[src/rtl/ddr3_mport_bridge.sv]
// Round-robin bridge from NCH cache-side channels onto the DDR3 controller app interface.
// Read beats are steered back to the channel that issued the read via an in-order tag FIFO.
module ddr3_mport_bridge #(
  parameter int unsigned NCH  = 2,
  parameter int unsigned DW   = 128,
  parameter int unsigned AW   = 27,
  parameter int unsigned BW   = 6,
  parameter int unsigned TAGD = 4
) (
  input  logic                      clk,
  input  logic                      rstn,
  input  logic [NCH-1:0]            ch_cmd_valid,
  output logic [NCH-1:0]            ch_cmd_ready,
  input  logic [NCH-1:0]            ch_cmd_type,
  input  logic [NCH*AW-1:0]         ch_cmd_addr,
  input  logic [NCH*BW-1:0]         ch_cmd_burst,
  input  logic [NCH-1:0]            ch_wdata_valid,
  output logic [NCH-1:0]            ch_wdata_ready,
  input  logic [NCH*DW-1:0]         ch_wdata,
  input  logic [NCH*DW/8-1:0]       ch_wmask,
  output logic [NCH-1:0]            ch_rsp_valid,
  output logic                      ch_rsp_last,
  output logic [DW-1:0]             ch_rsp_data,
  output logic [2:0]                app_cmd,
  output logic                      app_cmd_en,
  input  logic                      app_cmd_ready,
  output logic [AW-1:0]             app_addr,
  output logic [BW-1:0]             app_burst_number,
  output logic [DW-1:0]             app_wdata,
  output logic [DW/8-1:0]           app_wdata_mask,
  output logic                      app_wdata_en,
  output logic                      app_wdata_end,
  input  logic                      app_wdata_ready,
  input  logic [DW-1:0]             app_rdata,
  input  logic                      app_rdata_valid,
  input  logic                      init_calib_complete,
  output logic                      busy,
  output logic [$clog2(TAGD):0]     rd_outstanding,
  output logic                      err_orphan_rdata
);

  localparam int unsigned CW = (NCH > 1) ? $clog2(NCH) : 1;
  localparam int unsigned PW = (TAGD > 1) ? $clog2(TAGD) : 1;
  localparam int unsigned OW = $clog2(TAGD) + 1;

  typedef enum logic [1:0] {StIdle, StCmd, StWdata} state_e;

  state_e          state_q, state_d;
  logic [CW-1:0]   gnt_q, gnt_d, rr_q, rr_d;
  logic [BW-1:0]   burst_q, burst_d, wcnt_q, wcnt_d, rcnt_q, rcnt_d;

  logic [CW-1:0]   tag_ch_q    [TAGD];
  logic [BW-1:0]   tag_burst_q [TAGD];
  logic [PW-1:0]   wptr_q, rptr_q;
  logic [OW-1:0]   cnt_q;
  logic            err_q;

  logic            tag_full, tag_empty, push, pop, rd_beat;
  logic [NCH-1:0]  elig;
  logic            any_elig;
  logic [CW-1:0]   pick, idx;
  logic [CW-1:0]   head_ch;
  logic [BW-1:0]   head_burst;

  assign tag_full   = (cnt_q == OW'(TAGD));
  assign tag_empty  = (cnt_q == '0);
  assign head_ch    = tag_ch_q[rptr_q];
  assign head_burst = tag_burst_q[rptr_q];

  // Reads are held off while every tag slot is in use; writes never need a tag.
  always_comb begin
    elig     = ch_cmd_valid & (~ch_cmd_type | {NCH{~tag_full}});
    any_elig = 1'b0;
    pick     = rr_q;
    idx      = '0;
    for (int k = int'(NCH) - 1; k >= 0; k--) begin
      idx = CW'((int'(rr_q) + k) % int'(NCH));
      if (elig[idx]) begin
        pick     = idx;
        any_elig = 1'b1;
      end
    end
  end

  always_comb begin
    state_d          = state_q;
    gnt_d            = gnt_q;
    rr_d             = rr_q;
    burst_d          = burst_q;
    wcnt_d           = wcnt_q;
    push             = 1'b0;
    app_cmd_en       = 1'b0;
    app_cmd          = 3'd0;
    app_addr         = '0;
    app_burst_number = '0;
    ch_cmd_ready     = '0;
    ch_wdata_ready   = '0;
    app_wdata        = '0;
    app_wdata_mask   = '0;
    app_wdata_en     = 1'b0;
    app_wdata_end    = 1'b0;
    unique case (state_q)
      StIdle: begin
        if (init_calib_complete && any_elig) begin
          gnt_d   = pick;
          burst_d = ch_cmd_burst[int'(pick)*BW +: BW];
          rr_d    = (int'(pick) == int'(NCH) - 1) ? '0 : pick + CW'(1);
          state_d = StCmd;
        end
      end
      StCmd: begin
        app_cmd_en       = 1'b1;
        app_cmd          = {2'b00, ch_cmd_type[gnt_q]};
        app_addr         = ch_cmd_addr[int'(gnt_q)*AW +: AW];
        app_burst_number = ch_cmd_burst[int'(gnt_q)*BW +: BW];
        if (app_cmd_ready) begin
          ch_cmd_ready[gnt_q] = 1'b1;
          if (ch_cmd_type[gnt_q]) begin
            push    = 1'b1;
            state_d = StIdle;
          end else begin
            wcnt_d  = '0;
            state_d = StWdata;
          end
        end
      end
      StWdata: begin
        ch_wdata_ready[gnt_q] = app_wdata_ready;
        app_wdata             = ch_wdata[int'(gnt_q)*DW +: DW];
        app_wdata_mask        = ch_wmask[int'(gnt_q)*(DW/8) +: DW/8];
        app_wdata_en          = ch_wdata_valid[gnt_q] & app_wdata_ready;
        if (app_wdata_en) begin
          wcnt_d = wcnt_q + BW'(1);
          if (wcnt_q == burst_q) begin
            app_wdata_end = 1'b1;
            state_d       = StIdle;
          end
        end
      end
      default: state_d = StIdle;
    endcase
  end

  // Read return path is combinational and independent of the command FSM.
  always_comb begin
    rd_beat      = app_rdata_valid & ~tag_empty;
    pop          = rd_beat & (rcnt_q == head_burst);
    ch_rsp_valid = '0;
    if (rd_beat) ch_rsp_valid[head_ch] = 1'b1;
    ch_rsp_data  = rd_beat ? app_rdata : '0;
    ch_rsp_last  = pop;
    rcnt_d       = rcnt_q;
    if (rd_beat) rcnt_d = pop ? '0 : rcnt_q + BW'(1);
  end

  always_ff @(posedge clk or negedge rstn) begin
    if (!rstn) begin
      state_q <= StIdle;
      gnt_q   <= '0;
      rr_q    <= '0;
      burst_q <= '0;
      wcnt_q  <= '0;
      rcnt_q  <= '0;
      wptr_q  <= '0;
      rptr_q  <= '0;
      cnt_q   <= '0;
      err_q   <= 1'b0;
      for (int i = 0; i < int'(TAGD); i++) begin
        tag_ch_q[i]    <= '0;
        tag_burst_q[i] <= '0;
      end
    end else begin
      state_q <= state_d;
      gnt_q   <= gnt_d;
      rr_q    <= rr_d;
      burst_q <= burst_d;
      wcnt_q  <= wcnt_d;
      rcnt_q  <= rcnt_d;
      if (push) begin
        tag_ch_q[wptr_q]    <= gnt_q;
        tag_burst_q[wptr_q] <= burst_q;
        wptr_q <= (wptr_q == PW'(TAGD - 1)) ? '0 : wptr_q + PW'(1);
      end
      if (pop) rptr_q <= (rptr_q == PW'(TAGD - 1)) ? '0 : rptr_q + PW'(1);
      if (push && !pop)      cnt_q <= cnt_q + OW'(1);
      else if (pop && !push) cnt_q <= cnt_q - OW'(1);
      if (app_rdata_valid && tag_empty) err_q <= 1'b1;
    end
  end

  assign busy             = (state_q != StIdle) || !tag_empty;
  assign rd_outstanding   = cnt_q;
  assign err_orphan_rdata = err_q;

endmodule
[config.mk]
export PLATFORM = sky130hd
export DESIGN_NAME = ddr3_mport_bridge
export DESIGN_NICKNAME = d
export VERILOG_FILES = /design/src/rtl/ddr3_mport_bridge.sv
export SDC_FILE = /design/constraint.sdc
export NUM_CORES = 1
export LEC_CHECK = 0
export CORE_AREA = 2 2 315 317
export CTS_BUF_LIST = sky130_fd_sc_hd__clkbuf_8
export CTS_CLUSTER_SIZE = 30
export DETAILED_ROUTE_END_ITERATION = 10
export DIE_AREA = 0 0 317 319
export SYNTH_ARGS = -nofsm -noshare
export SYNTH_HDL_FRONTEND = slang
export SYNTH_SLANG_ARGS = --single-unit
[constraint.sdc]
create_clock -name clk -period 6.04 [get_ports clk]
set_input_delay 0.604 -clock clk [delete_from_list [all_inputs] [get_ports clk]]
set_output_delay 0.604 -clock clk [all_outputs]
set_load 0.03 [all_outputs]
* Word-level counts from Yosys, hierarchy flattened *
Cells that the tools add are included.

word-level totals
  word-level logic and storage cells = 147
  output and inout port bits = 323
  register bits after elaboration = 58

cells by class
  magnitude comparators = 9
  reductions and logical operators = 19
  shift operators = 5
  add/sub/neg operators = 8
  multiplexer cells = 62
  eq/ne operators = 12
  multipliers = 3
  bitwise gates (word level) = 11

operators with widths
  kind                                                                  number
  128-bit two-way mux                                                   2
  256-bit by 9-bit indexed part select with 128-bit output              1
  54-bit by 7-bit indexed part select with 27-bit output                1
  6-bit two-way mux                                                     8
  32-bit by 6-bit indexed part select with 16-bit output                1
  1-bit two-way mux                                                     27
  27-bit two-way mux                                                    1
  24-bit bitwise mux                                                    1
  12-bit by 5-bit indexed part select with 6-bit output                 2
  2-bit two-way mux                                                     11
  16-bit two-way mux                                                    1
  6-bit by 1-bit adder with 6-bit output, second input constant         2
  6-bit binary-select mux with 2-bit select                             1
  6-bit demux with 2-bit select                                         1
  6-bit equality test                                                   2
  6-bit case mux with 2 select lines                                    1
  2-bit != test, second input constant                                  5
  1-bit by 2-bit < comparator with 1-bit output, second input constant  4
  4-bit AND reduction                                                   2
  1-bit logical AND                                                     7
  2-bit equality test, second input constant                            3
  3-bit >= comparator, second input constant                            2
  1-bit by 2-bit multiplier with 3-bit output, second input constant    2
  1-bit by 5-bit multiplier with 6-bit output, second input constant    1
  other kinds (26)                                                      40

* Longest topological paths before layout *
Gate-level depths: netlist of the first run.

  depth in word-level cells = 11
  gate-level depth with buffers = 12
  depth with buffers taken out = 11

* Worst setup path after synthesis of the first run *
No wires, ideal clock.

  path type = register -> register
  start = register rptr_q[0]
  end = register cnt_q[1], in the netlist rd_outstanding[1]
  data required time = 5.915 ns
  cell stages (with the launch flop) = 11
  path slack = 2.946 ns
  arrival time = 2.970 ns
  period minus slack after synthesis = 3.094 ns
  cell sequence = dfrtp_1 buf_6 mux4_1 xnor2_1 nand4_1 nor4_4 inv_1 ha_1 inv_1 fa_1 mux2_2

on the way
  cells in the longest elaborated chain, start to end = 9
  elaborated cells between the ends (all ways) = 11
  classes of those cells = eq/ne (1); mux (4); bitwise (2); reduce/logical (4)

ends and longest elaborated chain
  what                                                       RTL line  source
  start, declared                                            54        logic [PW-1:0] wptr_q, rptr_q;
  start signal, assigned                                     184       if (pop) rptr_q <= (rptr_q == PW'(TAGD - 1)) ? '0 : rptr_q + PW'(1);
  2-bit NOT with 3-bit output (implied by the code) (*)      68        assign head_burst = tag_burst_q[rptr_q];
  6-bit binary-select mux with 2-bit select (*)              68
  6-bit two-way mux (implied by the code) (*) (2 in series)  68
  6-bit equality test (*)                                    147       pop = rd_beat & (rcnt_q == head_burst);
  1-bit AND (*)                                              147
  net ch_rsp_last                                            22        output logic ch_rsp_last,
  1-bit zero test                                            185       if (push && !pop) cnt_q <= cnt_q + OW'(1);
  1-bit logical AND                                          185
  3-bit two-way mux or 2-bit nonzero test (tied branches)    -
  end signal, assigned                                       185
  end signal, assigned                                       186       else if (pop && !push) cnt_q <= cnt_q - OW'(1);
  end, declared                                              55        logic [OW-1:0] cnt_q;

The timed path passes the listed nets; every way through them passes the cells marked *. The select of a mux whose other input is x is not followed.
A chain may end at the register's enable or synchronous reset.

* Worst setup path after layout of the first run *
  start = input port app_rdata_valid
  end = output port ch_rsp_data[6]

on the way
  cells in the longest elaborated chain, start to end = 2

ends and longest elaborated chain
  what                 RTL line  source
  start, declared      35        input logic app_rdata_valid,
  1-bit AND            146       rd_beat = app_rdata_valid & ~tag_empty;
  128-bit two-way mux  150       ch_rsp_data = rd_beat ? app_rdata : '0;
  end, declared        23        output logic [DW-1:0] ch_rsp_data,

Every way passes these cells.

==> impl_metrics.json, run 1 <==
{
  "outcome": "completed",
  "layout-drive-gt1-share": 0.03849,
  "core_sq_um": 97700,
  "die_area_sq_um": 101100,
  "reg2reg_to": "rd_outstanding[1]",
  "r2r_slack_ns": 2.82,
  "critPathCaptureType": "output pin",
  "pin_count": 817,
  "cp.arrival_ns": 3.33,
  "vias": 8952,
  "fin_crit_ns": 3.934,
  "setup_viol": 0,
  "cts_tree": "yes",
  "ys_warn_count": 0,
  "initial_core_util": 0.06556,
  "post_cts_buffers": 0,
  "async_reset_ff_frac": 1.000,
  "path_buf_inv": 3,
  "cts_resized": 0,
  "fin_setup_tns_ns": 0,
  "wire_per_inst_microns": 25.01,
  "ctsHoldBuffers": 0,
  "power_density_nw_per_um2": 350.9,
  "finalCritPeriodShare": 0.6514,
  "yosys.area.top_type": "mux2i_1",
  "area_growth_pct": 153.9,
  "die_w_microns": 317,
  "path_cells": "clkdlybuf4s50_1 > nor2b_4 > buf_4 > and2_1 > clkdlybuf4s50_1",
  "cts-root-buf": "clkbuf_8",
  "drv_cap": 0,
  "tightestPinTransition_ns": 0.8956,
  "clkSlewWorstSetupHoldPaths_ns": 0.06,
  "hold_viol_final": 0,
  "critPathMaxFanout": 108,
  "viasPerCell": 3.138,
  "cts-buffers-inserted": 9,
  "drtAntennaViolNets": 0,
  "start_kind": "input port",
  "clk_latency_ns": 0.33,
  "crit_type": "input port to output pin",
  "syn_inst": 783,
  "synth_seq_cells": 58,
  "synth_cell_type_count": 38,
  "synth_edf_count": 0,
  "r2r-start": "rptr_q[0]",
  "n_fill_cell": 11110,
  "grt_pass1_wl_microns": 88220,
  "slowest_delay_ns": 0.70,
  "synthTopCellsByArea": "mux2i_1 (29%), dfrtp_1 (23%), and2_1 (13%)",
  "place.gp.congestion": 0.8740,
  "cp_top_family": "buffers and inverters",
  "overflow": 0,
  "synth_area_sq_um": 6405,
  "die_h_microns": 319,
  "grt_usage": 0.1332,
  "cp_slowest_cell": "clkdlybuf4s50_1",
  "cts.sinks": 58,
  "antenna_found_initial": 49,
  "rsz0062_at_grt": "no",
  "ys_top_cells_by_count": "nor2_1 (200), mux2i_1 (184), and2_1 (130)",
  "vdd_drop_max_mv": 0.2207,
  "nets": 2057,
  "slew_viol_final": 0,
  "relSlewSlack": 0.3859,
  "reg2reg_depth": 10,
  "dp.cells": 2830,
  "syn-mean-instance-area_sq_um": 8.180,
  "fin_skew_ns": 0.007211,
  "clockBufferDepth": 2,
  "yosysMostFrequentCell": "nor2_1",
  "drt_iter0_markers": 468,
  "synth_flop_cell": "dfrtp_1",
  "wirelength_microns": 71350,
  "p_leak_nw": 6.319,
  "rows": 115,
  "synth_top_area_frac": 0.2876,
  "grt_max_degree": 109,
  "ys_seq_area_frac": 0.2266,
  "portBuffers": 814,
  "dp_hpwl_microns": 64190,
  "max_freq_mhz": 254.2,
  "cts_htree_levels": 3,
  "hp-class": "input port to asynchronous set/reset pin",
  "required_ns": 5.44,
  "instances_no_fill": 2853,
  "dr.pass1.iters": 5,
  "crit_top_cell": "clkdlybuf4s50_1",
  "grt_pass1_vias": 8799,
  "drc": 0
}
cells in the final DEF (no fill, tap or decap), types with 2 or more instances in the layout:
cell type	instances
a21oi_1	8
a31oi_1	2
and2_1	130
and3_1	3
buf_12	3
buf_4	4
clkbuf_8	13
clkdlybuf4s50_1	813
conb_1	2
dfrtp_1	57
diode_2	7
ha_1	8
inv_1	9
mux2_2	31
mux2_4	2
mux2i_1	184
mux4_1	7
nand2_1	18
nand2b_1	3
nand3_1	2
nand4_1	6
nor2_1	200
nor2b_1	2
nor3_1	2
nor4_1	2
o21ai_0	12
xnor2_1	9
xor2_1	10
cell type report:
class | instances | area, sq um | area share
multi-input combinational | 657 | 4701 | 0.2891
clock inverter | 3 | 37.54 | 0.002309
sequential | 58 | 1455 | 0.08950
tap | 1287 | 1610 | 0.09904
antenna | 7 | 17.52 | 0.001077
timing repair buffer | 821 | 8233 | 0.5064
clock buffer | 13 | 178.9 | 0.01100
inverter | 7 | 26.28 | 0.001616
worst reg2reg max path: cells and delay by family, from the launching register on:
family / cells / cell delay (ns)
xor+xnor: 1 / 0.17
fa+ha+maj: 2 / 0.60
buf+inv: 3 / 0.38
flops: 1 / 0.63
mux: 2 / 0.93
simple gates: 2 / 0.40
how the worst max path moves through the flow:
stage,startpoint,endpoint,slack (ns),depth (start not counted)
2_1_floorplan,rptr_q[0],rd_outstanding[1],2.95,10
3_3_place_gp,app_rdata_valid,ch_rsp_data[12],2.17,5
3_5_place_dp,app_rdata_valid,ch_rsp_data[8],2.11,5
4_1_cts,gnt_q,app_wdata[16],2.05,4
5_1_grt,app_rdata_valid,ch_rsp_data[6],1.94,5
6_report,app_rdata_valid,ch_rsp_data[6],2.11,5
metrics by stage:
step                total power [mW]  worst slack, ns  cell area (sq um)  utilization  hold WS (ns)
finish                         5.706            2.106              16260       0.1664        0.4170
CTS                            5.789            2.049              16240       0.1662        0.4509
global route                   6.043            1.942              16250       0.1663        0.4715
detailed placement             5.380            2.114              16030       0.1640        0.4662
global placement               5.384            2.173              16030       0.1640        0.4546
floorplan                      3.291            2.946               6409            -        0.3084
power by group:
group,total [mW],internal [mW],switching (mW)
registers,0.799,0.557,0.241
logic,4.53,1.92,2.61
clock network,0.379,0.233,0.146
total,5.71,2.71,3.00
per-layer routing:
layer | GRT usage | share of wire | up-vias
li1 | - | - | 4165
met1 | 0.1444 | 0.36 | 4112
met2 | 0.2327 | 0.48 | 555
met3 | 0.07322 | 0.14 | 92
met4 | 0.01373 | 0.013 | 28
met5 | 0 | 0.0027 | -
sequential cells by signal (all words and copies together), names as in the netlist:
name and count:
wptr_q 2, rr_q 1, rd_outstanding 3, wcnt_q 6, tag_burst_q 24, tag_ch_q 4
state_q 2, err_orphan_rdata 1, rptr_q 2, gnt_q 1, burst_q 6, rcnt_q 6
cells by family after synthesis:
kind of cell	share of synthesized area
other	0.0005855
AND/OR/NAND/NOR	0.2827
XOR/XNOR	0.02598
AO/OA/AOI/OAI	0.02559
adder cells (fa/ha/maj)	0.02032
multiplexers	0.3755
buffers and inverters	0.04278
flip-flops	0.2266
No activity file was read; power rests on OpenSTA's default activity.
==> run 2: changes to the inputs <==
- CORE_AREA: 2 2 315 317 -> 2 2 317 319
- DIE_AREA: 0 0 317 319 -> 0 0 319 321
- clock period: 6.04 -> 3.25 ns (I/O delays scaled with it)
==> impl_metrics.json, run 2 (same netlist as run 1, synthesis figures left out) <==
{
  "outcome": "completed",
  "hold_viol_final": 0,
  "hp-class": "flop to flop",
  "crit_type": "flop to output pin",
  "finalCritPeriodShare": 0.9505,
  "viasPerCell": 3.106,
  "cp_slowest_cell": "clkdlybuf4s50_1",
  "relSlewSlack": 0.4960,
  "cp.arrival_ns": 2.76,
  "hold_end": "err_orphan_rdata",
  "path_cells": "mux4_1 > xnor2_1 > nand4_1 > nor4_4 > clkdlybuf4s50_1",
  "area_growth_pct": 165.7,
  "place_area_sq_um": 16800,
  "p_leak_nw": 6.782,
  "core_sq_um": 99280,
  "clkSlewWorstSetupHoldPaths_ns": 0.06,
  "critPathMaxFanout": 10,
  "instances_no_fill": 2884,
  "grt_pass1_wl_microns": 81830,
  "slowest_delay_ns": 0.76,
  "initial_core_util": 0.06452,
  "finalPower_mw": 11.16,
  "dr.pass1.iters": 4,
  "r2r-start": "rptr_q[0]",
  "pin_count": 817,
  "setup_viol": 0,
  "vdd_drop_max_mv": 0.3743,
  "post-route-cell-area_sq_um": 17020,
  "fin_crit_ns": 3.089,
  "fin_skew_ns": 0.005222,
  "grt_pass1_vias": 9040,
  "cts_tree": "yes",
  "critPathCaptureType": "output pin",
  "clk_latency_ns": 0.33,
  "cts_htree_levels": 3,
  "max_freq_mhz": 323.7,
  "power_density_nw_per_um2": 656.0,
  "overflow": 0,
  "place.gp.congestion": 0.8720,
  "cts-root-buf": "clkbuf_8",
  "drtAntennaViolNets": 0,
  "worst_slack_ns": 0.1608,
  "dp_hpwl_microns": 57840,
  "drt_iter0_markers": 310,
  "min_from": "err_orphan_rdata",
  "hold-worst-slack_ns": 0.4708,
  "antenna_found_initial": 21,
  "final_cell_mix": "clkdlybuf4s50_1 (722), nor2_1 (200), mux2i_1 (184)",
  "dp.cells": 2865,
  "dp_slack_ns": 0.3045,
  "reg2reg_to": "rd_outstanding[1]",
  "tightestPinTransition_ns": 0.7536,
  "r2r_slack_ns": 0.41,
  "cts-buffers-inserted": 9,
  "layout-drive-gt1-share": 0.1106,
  "nets": 2082,
  "die_w_microns": 319,
  "required_ns": 2.92,
  "largest_reg_flops": 24,
  "drc": 0,
  "wirelength_microns": 63600,
  "wire_per_inst_microns": 22.05,
  "reg2reg_depth": 9,
  "portBuffers": 814,
  "final_core_util": 0.1714,
  "die_area_sq_um": 102400,
  "grt_usage": 0.1174,
  "max_flop_register": "tag_burst_q",
  "start_kind": "flop",
  "die_h_microns": 321,
  "fin_setup_tns_ns": 0,
  "hold_depth": 1,
  "rows": 116,
  "grt_max_degree": 101,
  "rsz0062_at_grt": "no",
  "drv_cap": 0,
  "final_common_cell": "clkdlybuf4s50_1",
  "vias": 8957,
  "clockBufferDepth": 2,
  "slew_viol_final": 0,
  "cts.sinks": 58
}
run 2: changes by cell type in the layout (fill, tap and decap cells not counted), moves of 2 or more:
cell | previous run | this run
diode_2 | 7 | 4
clkbuf_8 | 13 | 11
buf_12 | 3 | 68
buf_4 | 4 | 54
inv_1 | 9 | 7
clkdlybuf4s50_1 | 813 | 722
clkinv_2 | 0 | 2
run 2: how the worst max path moves through the flow:
stage          cells after the start      start           endpoint  slack (ns)
2_1_floorplan                     10  rptr_q[0]  rd_outstanding[1]        0.16
3_3_place_gp                       9  rptr_q[0]  rd_outstanding[1]        0.28
3_5_place_dp                       9  rptr_q[0]  rd_outstanding[1]        0.30
4_1_cts                            5  rptr_q[0]        ch_rsp_last        0.13
5_1_grt                            5  rptr_q[0]        ch_rsp_last        0.04
6_report                           5  rptr_q[0]        ch_rsp_last        0.16
run 2: final cells by class:
| type | instances | area [sq um] |
|---|---|---|
| Inverter | 7 | 26.28 |
| Multi-Input combinational cell | 657 | 4698 |
| Fill cell | 11210 | 82260 |
| Tap cell | 1298 | 1624 |
| Antenna cell | 4 | 10.01 |
| Timing Repair Buffer | 846 | 9009 |
| Sequential cell | 58 | 1456 |
| Clock inverter | 3 | 40.04 |
| Clock buffer | 11 | 151.4 |
run 2: report_power, final:
part           total (mW)  switching [mW]  internal [mW]
logic                9.09            5.03           4.07
clock network       0.646           0.262          0.384
registers            1.42           0.381           1.04
total                11.2            5.67           5.49
run 2: repair_timing:
| item | CTS | global route |
|---|---|---|
| setup buffers | 0 | 0 |
| resized for setup | 1 | 0 |
| setup endpoints to repair | 1 | 0 |
| hold buffers | 1 | 0 |
| endpoints found under the hold margin | 20 | 0 |
run 2: critical path: cells and delay by family (launching register included):
| kind | cells | cell delay, ns |
|---|---|---|
| XOR/XNOR | 1 | 0.16 |
| multiplexers | 1 | 0.61 |
| buffers and inverters | 1 | 0.76 |
| flip-flops | 1 | 0.51 |
| AND/OR/NAND/NOR | 2 | 0.39 |
run 2: routing by layer:
metal  track usage  up-vias  routed length, microns
met2        0.2105      485                   31850
met3       0.04414       50                    6113
met4       0.01855       10                    1025
met5             0        -                      66
li1              -     4211                       -
met1        0.1341     4201                   24550
